===== src/rtl/key_conditioner_if.sv =====
// Handshake bundle between the switch conditioner and its neighbours:
// raw switch levels and enable in, conditioned keys and pulses out.
interface key_conditioner_if #(
    parameter int NOTE_KEYS   = 7,
    parameter int LENGTH_KEYS = 4
);
    logic                   en;
    logic [NOTE_KEYS-1:0]   raw_note;
    logic [LENGTH_KEYS-1:0] raw_length;
    logic                   raw_oct_up;
    logic                   raw_oct_down;
    logic [NOTE_KEYS-1:0]   note_key;
    logic [LENGTH_KEYS-1:0] length_key;
    logic                   oct_up;
    logic                   oct_down;
    logic                   en_hit;

    modport master (
        output en, raw_note, raw_length, raw_oct_up, raw_oct_down,
        input  note_key, length_key, oct_up, oct_down, en_hit
    );

    modport slave (
        input  en, raw_note, raw_length, raw_oct_up, raw_oct_down,
        output note_key, length_key, oct_up, oct_down, en_hit
    );
endinterface


===== src/rtl/key_conditioner.sv =====
// Synchronises and debounces panel switches, priority-encodes note/length
// keys, and turns octave button presses into single-cycle step pulses.
module key_debounce #(
    parameter int DEBOUNCE_CNT = 4
) (
    input  logic clk,
    input  logic rst_n,
    input  logic raw,
    output logic db
);
    localparam int CW = $clog2(DEBOUNCE_CNT);

    logic [1:0]    sync_ff;
    logic [CW-1:0] cnt;
    logic          sync;

    assign sync = sync_ff[1];

    // cnt saturates at DEBOUNCE_CNT-1: that edge either accepts or clears
    always_ff @(posedge clk or negedge rst_n) begin
        if (!rst_n) begin
            sync_ff <= '0;
            cnt     <= '0;
            db      <= 1'b0;
        end else begin
            sync_ff <= {sync_ff[0], raw};
            if (sync == db) begin
                cnt <= '0;
            end else if (cnt == CW'(DEBOUNCE_CNT - 1)) begin
                db  <= sync;
                cnt <= '0;
            end else begin
                cnt <= cnt + CW'(1);
            end
        end
    end
endmodule

module key_conditioner #(
    parameter int NOTE_KEYS    = 7,
    parameter int LENGTH_KEYS  = 4,
    parameter int DEBOUNCE_CNT = 1000000
) (
    input  logic                clk,
    input  logic                rst_n,
    key_conditioner_if.slave    bus
);
    localparam int NUM_IN = NOTE_KEYS + LENGTH_KEYS + 2;

    logic [NUM_IN-1:0]      raw_all;
    logic [NUM_IN-1:0]      db_all;
    logic [NOTE_KEYS-1:0]   db_note;
    logic [LENGTH_KEYS-1:0] db_length;
    logic                   db_up;
    logic                   db_down;
    logic [NOTE_KEYS-1:0]   note_enc;
    logic [LENGTH_KEYS-1:0] length_enc;
    logic [NOTE_KEYS-1:0]   note_reg;
    logic                   up_q;
    logic                   down_q;
    logic                   up_rise;
    logic                   down_rise;

    assign raw_all = {bus.raw_oct_down, bus.raw_oct_up, bus.raw_length, bus.raw_note};

    for (genvar i = 0; i < NUM_IN; i++) begin : g_db
        key_debounce #(.DEBOUNCE_CNT(DEBOUNCE_CNT)) u_db (
            .clk   (clk),
            .rst_n (rst_n),
            .raw   (raw_all[i]),
            .db    (db_all[i])
        );
    end

    assign db_note   = db_all[NOTE_KEYS-1:0];
    assign db_length = db_all[NOTE_KEYS +: LENGTH_KEYS];
    assign db_up     = db_all[NUM_IN-2];
    assign db_down   = db_all[NUM_IN-1];

    // x & -x isolates the lowest set bit: one-hot or zero
    assign note_enc   = db_note & (~db_note + NOTE_KEYS'(1));
    assign length_enc = db_length & (~db_length + LENGTH_KEYS'(1));

    assign up_rise   = db_up & ~up_q;
    assign down_rise = db_down & ~down_q;

    // note_reg tracks the key regardless of en, so raising en on a held
    // key shows it without counting as a new strike
    always_ff @(posedge clk or negedge rst_n) begin
        if (!rst_n) begin
            note_reg       <= '0;
            up_q           <= 1'b0;
            down_q         <= 1'b0;
            bus.note_key   <= '0;
            bus.length_key <= '0;
            bus.en_hit     <= 1'b0;
            bus.oct_up     <= 1'b0;
            bus.oct_down   <= 1'b0;
        end else begin
            note_reg       <= note_enc;
            up_q           <= db_up;
            down_q         <= db_down;
            bus.note_key   <= bus.en ? note_enc : '0;
            bus.length_key <= bus.en ? length_enc : '0;
            bus.en_hit     <= bus.en && (note_enc != note_reg) && (|note_enc);
            bus.oct_up     <= bus.en & up_rise & ~down_rise;
            bus.oct_down   <= bus.en & down_rise & ~up_rise;
        end
    end
endmodule

===== src/flat_wrapper.sv =====
// flat-port wrapper written by rule: the top's interface ports become plain ports
module key_conditioner_flat 
#(
    parameter int NOTE_KEYS    = 7,
    parameter int LENGTH_KEYS  = 4,
    parameter int DEBOUNCE_CNT = 1000000
)
  (clk, rst_n, bus_en, bus_raw_note, bus_raw_length, bus_raw_oct_up, bus_raw_oct_down, bus_note_key, bus_length_key, bus_oct_up, bus_oct_down, bus_en_hit);
  key_conditioner_if #(.NOTE_KEYS(NOTE_KEYS), .LENGTH_KEYS(LENGTH_KEYS)) bus_i ();
  input  logic clk;
  input  logic rst_n;
  input wire logic [$bits(bus_i.en)-1:0] bus_en;
  input wire logic [$bits(bus_i.raw_note)-1:0] bus_raw_note;
  input wire logic [$bits(bus_i.raw_length)-1:0] bus_raw_length;
  input wire logic [$bits(bus_i.raw_oct_up)-1:0] bus_raw_oct_up;
  input wire logic [$bits(bus_i.raw_oct_down)-1:0] bus_raw_oct_down;
  output wire logic [$bits(bus_i.note_key)-1:0] bus_note_key;
  output wire logic [$bits(bus_i.length_key)-1:0] bus_length_key;
  output wire logic [$bits(bus_i.oct_up)-1:0] bus_oct_up;
  output wire logic [$bits(bus_i.oct_down)-1:0] bus_oct_down;
  output wire logic [$bits(bus_i.en_hit)-1:0] bus_en_hit;
  assign bus_i.en = bus_en;
  assign bus_i.raw_note = bus_raw_note;
  assign bus_i.raw_length = bus_raw_length;
  assign bus_i.raw_oct_up = bus_raw_oct_up;
  assign bus_i.raw_oct_down = bus_raw_oct_down;
  assign bus_note_key = bus_i.note_key;
  assign bus_length_key = bus_i.length_key;
  assign bus_oct_up = bus_i.oct_up;
  assign bus_oct_down = bus_i.oct_down;
  assign bus_en_hit = bus_i.en_hit;
  key_conditioner #(.NOTE_KEYS(NOTE_KEYS), .LENGTH_KEYS(LENGTH_KEYS), .DEBOUNCE_CNT(DEBOUNCE_CNT)) u_core (.clk(clk), .rst_n(rst_n), .bus(bus_i));
endmodule

===== config.mk =====
export PLATFORM = sky130hd
export DESIGN_NAME = key_conditioner_flat
export DESIGN_NICKNAME = d
export VERILOG_FILES = /design/src/rtl/key_conditioner_if.sv /design/src/rtl/key_conditioner.sv /design/src/flat_wrapper.sv
export SDC_FILE = /design/constraint.sdc
export NUM_CORES = 1
export LEC_CHECK = 0
export ABC_AREA = 1
export ABC_CLOCK_PERIOD_IN_PS = 4410
export BUFFER_PORTS_ARGS = -buffer_cell sky130_fd_sc_hd__buf_2
export CAP_MARGIN = 30
export CORE_MARGIN = 2
export CORE_UTILIZATION = 43
export CTS_CLUSTER_DIAMETER = 120
export CTS_CLUSTER_SIZE = 12
export DETAILED_ROUTE_END_ITERATION = 7
export HOLD_SLACK_MARGIN = 0.15
export PLACE_DENSITY = 0.56
export SLEW_MARGIN = 20
export SYNTH_ARGS = -nofsm -noshare
export SYNTH_HDL_FRONTEND = slang
export SYNTH_SLANG_ARGS = --single-unit

===== constraint.sdc =====
create_clock -name clk -period 4.41 [get_ports clk]
set_clock_uncertainty 0.1 [all_clocks]
set_input_delay 0.2205 -clock clk [delete_from_list [all_inputs] [get_ports clk]]
set_output_delay 0.2205 -clock clk [all_outputs]
set_load 0.01 [all_outputs]

# Yosys cells after proc, flatten, opt, wreduce, memory -nomap -nowiden
# Index checks and enable logic that the tools add are counted.
[totals]
inputBits = 16
rom_bits = 0
ram_bits = 0
regBits = 322
n_memories = 0
word_cells = 160
latch_bits = 0
[classes]
n_eq_ne = 27
add_sub_neg = 15
multipliers = 0
reduce_logical = 16
order_cmp = 0
div_mod_pow = 0
shift = 0
bitwise = 27
n_mux = 28
[ops]
columns = ["op", "count"]
rows = [
  ["$mux 20", 26],
  ["$add 20x1->20 const B", 13],
  ["$eq 20x20->1 const B", 13],
  ["$reduce_and 2->1", 13],
  ["$not 1->1", 17],
  ["$eq 1x1->1", 13],
  ["$add 7x1->7 const B", 1],
  ["$and 7x7->7", 1],
  ["$mux 7", 1],
  ["$ne 7x7->1", 1],
  ["$not 7->7", 1],
  ["$reduce_or 7->1", 1],
  ["$and 1x1->1", 6],
  ["$add 4x1->4 const B", 1],
  ["$and 4x4->4", 1],
  ["$mux 4", 1],
  ["$not 4->4", 1],
  ["$logic_and 1x1->1", 2],
]

# Depth between registers and ports, before layout
[depth]
word_depth = 6
mapped_depth = 11
mapped_depth_nobuf = 11

# Hierarchy
# From an unflattened synthesis, not the netlist that was laid out.
[unflattened]
hier_cells = 2194
hier_area_um2 = 18278.8
[modules_own_cells]
columns = ["module", "instances", "cells_per_inst", "area_each_um2"]
rows = [
  ["key_debounce", 13, 161, 1335.0],
  ["key_conditioner", 1, 101, 923.4],
]

# Least setup slack after synthesis
# OpenSTA, ideal clock, no wires.
[synth_timing]
kind = "flip-flop to flip-flop"
start = "reg u_core.g_db[1].u_db.cnt[0]"
end = "reg u_core.g_db[1].u_db.cnt[10]"
t_arrival_ns = 1.315
stages_incl_launch_ff = 10
period_less_slack_ns = 1.486
setup_slack_ns = 2.924
t_required_ns = 4.239
setup_time_ns = 0.071
path_cell_list = "dfrtp_1 > ha_1 > nand2_1 > nor2_1 > nand2_1 > inv_2 > nand3_2 > nand2_2 > buf_6 > nor2_1"
[synth_between]
elab_chain_cells = 3
word_cells_on_any_way = 4
[synth_rtl]
columns = ["element", "line", "rtl"]
rows = [
  ["start: declaration", "key_conditioner.sv:14", "logic [CW-1:0] cnt;"],
  ["start signal: assignment", "key_conditioner.sv:33", "cnt <= cnt + CW'(1);"],
  ["$add 20x1->20 or $eq 20x20->1 (tied branches)", "key_conditioner.sv:33, key_conditioner.sv:29", ""],
  ["$mux 20 *", "key_conditioner.sv:29", "end else if (cnt == CW'(DEBOUNCE_CNT - 1)) begin"],
  ["$mux 20 *", "key_conditioner.sv:27", "if (sync == db) begin"],
]
# Mark *: on every way between the ends. The rest lies on a longest branch, timed or not.
# A chain may end at the register's enable or synchronous reset.

# Worst setup path in the final report
[layout_timing]
start = "reg u_core.g_db[1].u_db.cnt[0]"
end = "reg u_core.g_db[1].u_db.cnt[19]"
# Same word-level chain as after synthesis.

==> flow_summary.toml <==
[outcome]
status = "finished clean"

[floorplan]
core_um2 = 37500
rows = 71
dieHeight_um = 199
start_util_pct = 43.5
dieWidth_um = 199
dieArea_um2 = 39500
io_pins = 30

[sta]
max_freq_mhz = 555
report.final.slew_viol_count = 0
maxSlewHeadroom_pct = 37.7
fin_crit_sh_pct = 40.9
final.setup.tns_ns = 0
hold_slack_ns = 0.160
rsz0062_at_grt = "false"
finalSetupViolations = 0
worstMarginPinSlew_ns = 0.935
period_minus_slack_ns = 1.80
hold_violations = 0

[clock_network]
clock_latency_ns = 0.57
clkSinkCount = 322
cts_setup_buffers = 0
root_buffer = "clkbuf_16"
cts_resized = 0
clock_tree.buffer_depth = 3
cts_tree = "yes"
ctsHoldBuffers = 15
htree_levels = 1
cts_inserted_buffers = 30
clk_pin_slew_ns = 0.06

[logic_synthesis]
synth.cell_area_um2 = 16300
ys_seq_area_share_pct = 49.4
synth-edff-count = 0
async_reset_ff_share_pct = 100
ys_warn_count = 0
synth_cells = 2003
synth-seq-cells = 322
syn_avg_cell_area_um2 = 8.14
synth_cell_type_count = 37
synth-main-ff-cell = "dfrtp_1"
synth_fp_nets = 2032

[cells_and_area]
num_antenna_cells = 0
nets = 2109
final_common_cell = "nor2_1"
top_register = "u_core.g_db.u_db.cnt"
largest_register_ffs = 260
layout_common_cells = "456 x nor2_1, 338 x nand2_1, 322 x dfrtp_1"
syn_to_final_growth_pct = 10.8
postLayoutCellArea_um2 = 18100
nFillCells = 3745
reg_top3 = "u_core.g_db.u_db.cnt: 260 flops, u_core.g_db.u_db.sync_ff: 26 flops, u_core.g_db.u_db.db: 13 flops"
final_util_pct = 48.2
layout-drive-gt1-share_pct = 9.18

[global_routing]
grt_max_degree = 120
overflow = 0
grt_pass1_vias = 12400
track_usage_pct = 17.1
grt_first_pass_wirelength_um = 56700
antenna_found_initial = 0

[placement]
place.gp.congestion = 0.832
placed_area_um2 = 17100
io_buffers = 29
post-dp-hpwl_um = 22900

[pwr]
peakVddDrop_v = 0.000257
p_per_area_nw_per_um2 = 306
p_sw_uw = 1230
seqPwrFrac_pct = 54.7
internal-power_uw = 4290
pwr-share-comb_pct = 3.5
pwr-share-clk_pct = 41.7
switching_share_pct = 22.3
p_leak_uw = 0.00811

[routing]
wl_per_cell_um = 12.3
vias_per_cell = 4.73
vias = 12300
wl_met1_um = 15800
initialDrtViolationCount = 551
routed_wirelength_um = 31800
firstDrtPassIters = 5
ant_nets = 0
top_layer = "met4"
drc = 0
wl_met3_um = 790
wl_met2_um = 14400

[job]
cap_violations = 0

[setup_path]
critPathLaunchType = "flip-flop"
critPathMaxFanout = 15
worstSetupPathType = "reg -> reg"
cp.arrival_ns = 2.16
end_kind = "flip-flop"
required_ns = 4.77

[hold_path]
min_path_type = "in -> async"
-- power groups by stage --
stage	Sequential, uW	Combinational [uW]	Clock, uW
2_1_floorplan	3070	91.9	0
3_3_place_gp	3080	192	0
3_5_place_dp	3080	196	0
4_1_cts	3020	207	2400
5_1_grt	3030	233	2520
6_report	3020	195	2310
-- stage by stage --
| stage | instances | power (uW) | setup WS, ns |
|---|---|---|---|
| finish | 2591 | 5530 | 2.61 |
| global route | 2591 | 5780 | 2.40 |
| CTS | 2591 | 5630 | 2.61 |
| detailed placement | 2544 | 3270 | 2.62 |
| global placement | 2544 | 3270 | 2.66 |
| floorplan | 2003 | 3160 | 2.92 |
-- worst max-delay path, stage by stage, from the launching register on --
cell	delay, ns
dfrtp_1	0.37
ha_1	0.20
nand2_1	0.12
nor2_1	0.12
nand2_1	0.11
inv_2	0.08
nand3_2	0.09
nand2_2	0.26
inv_1	0.12
nand2_1	0.07
nor2_1	0.04
-- synthesized netlist by cell type, types with 3 or more instances --
| cell | n | share of area, % |
|---|---|---|
| nor2_4 | 13 | 0.90 |
| a211oi_1 | 3 | 0.14 |
| inv_2 | 18 | 0.41 |
| a31oi_1 | 6 | 0.23 |
| o21ai_0 | 17 | 0.52 |
| dfrtp_1 | 322 | 49 |
| nor3_2 | 5 | 0.31 |
| nand4_1 | 51 | 2.0 |
| o21bai_1 | 3 | 0.14 |
| nand3_1 | 111 | 3.4 |
| ha_1 | 13 | 1.0 |
| nor3b_1 | 19 | 0.87 |
| nand3b_1 | 12 | 0.55 |
| nand2_4 | 10 | 0.69 |
| nand2_1 | 338 | 7.8 |
| nand3_2 | 17 | 1.0 |
| xor2_1 | 110 | 5.9 |
| nor3_1 | 75 | 2.3 |
| inv_1 | 267 | 6.1 |
| nor2_1 | 456 | 10 |
| nor2_2 | 33 | 1.3 |
| a21oi_1 | 33 | 1.0 |
| xnor2_1 | 31 | 1.7 |
| nand2_2 | 24 | 0.92 |
-- worst paths after layout --
kind | from | slack (ns) | depth (start not counted) | endpoint
worst max-delay path | u_core.g_db[1].u_db.cnt[0] | 2.61 | 10 | u_core.g_db[1].u_db.cnt[19]
worst min-delay path | rst_n | 0.16 | 2 | u_core.g_db[7].u_db.cnt[17]
worst max register to register | u_core.g_db[1].u_db.cnt[0] | 2.61 | 10 | u_core.g_db[1].u_db.cnt[19]
worst min register to register | u_core.g_db[6].u_db.sync_ff[0] | 0.25 | 0 | u_core.g_db[6].u_db.sync_ff[1]
max in group asynchronous | rst_n | 3.01 | 3 | u_core.g_db[1].u_db.cnt[1]
min in group clk | bus_raw_note[1] | 0.19 | 2 | u_core.g_db[1].u_db.sync_ff[0]
-- logic make-up after synthesis --
family,synth area share [%]
compound gates,2.27
xor+xnor,7.58
fa+ha+maj,0.998
buf+inv,6.73
flops,49.4
simple gates,33.0
-- final cells by class --
class,instances,area [um2],area share [%]
Clock buffer,32,790,4.37
Inverter,286,1070,5.94
Multi-Input combinational cell,1392,7150,39.6
Sequential cell,322,8060,44.6
Tap cell,511,639,3.54
Timing Repair Buffer,48,360,1.99
-- routing by layer --
metal  track usage [%]  vias up
li1                  -     6374
met1              23.5     5729
met2              28.6      104
met3              2.29       46
met4              4.73        0
met5                 0        -
No activity file was read; power rests on OpenSTA's default activity.
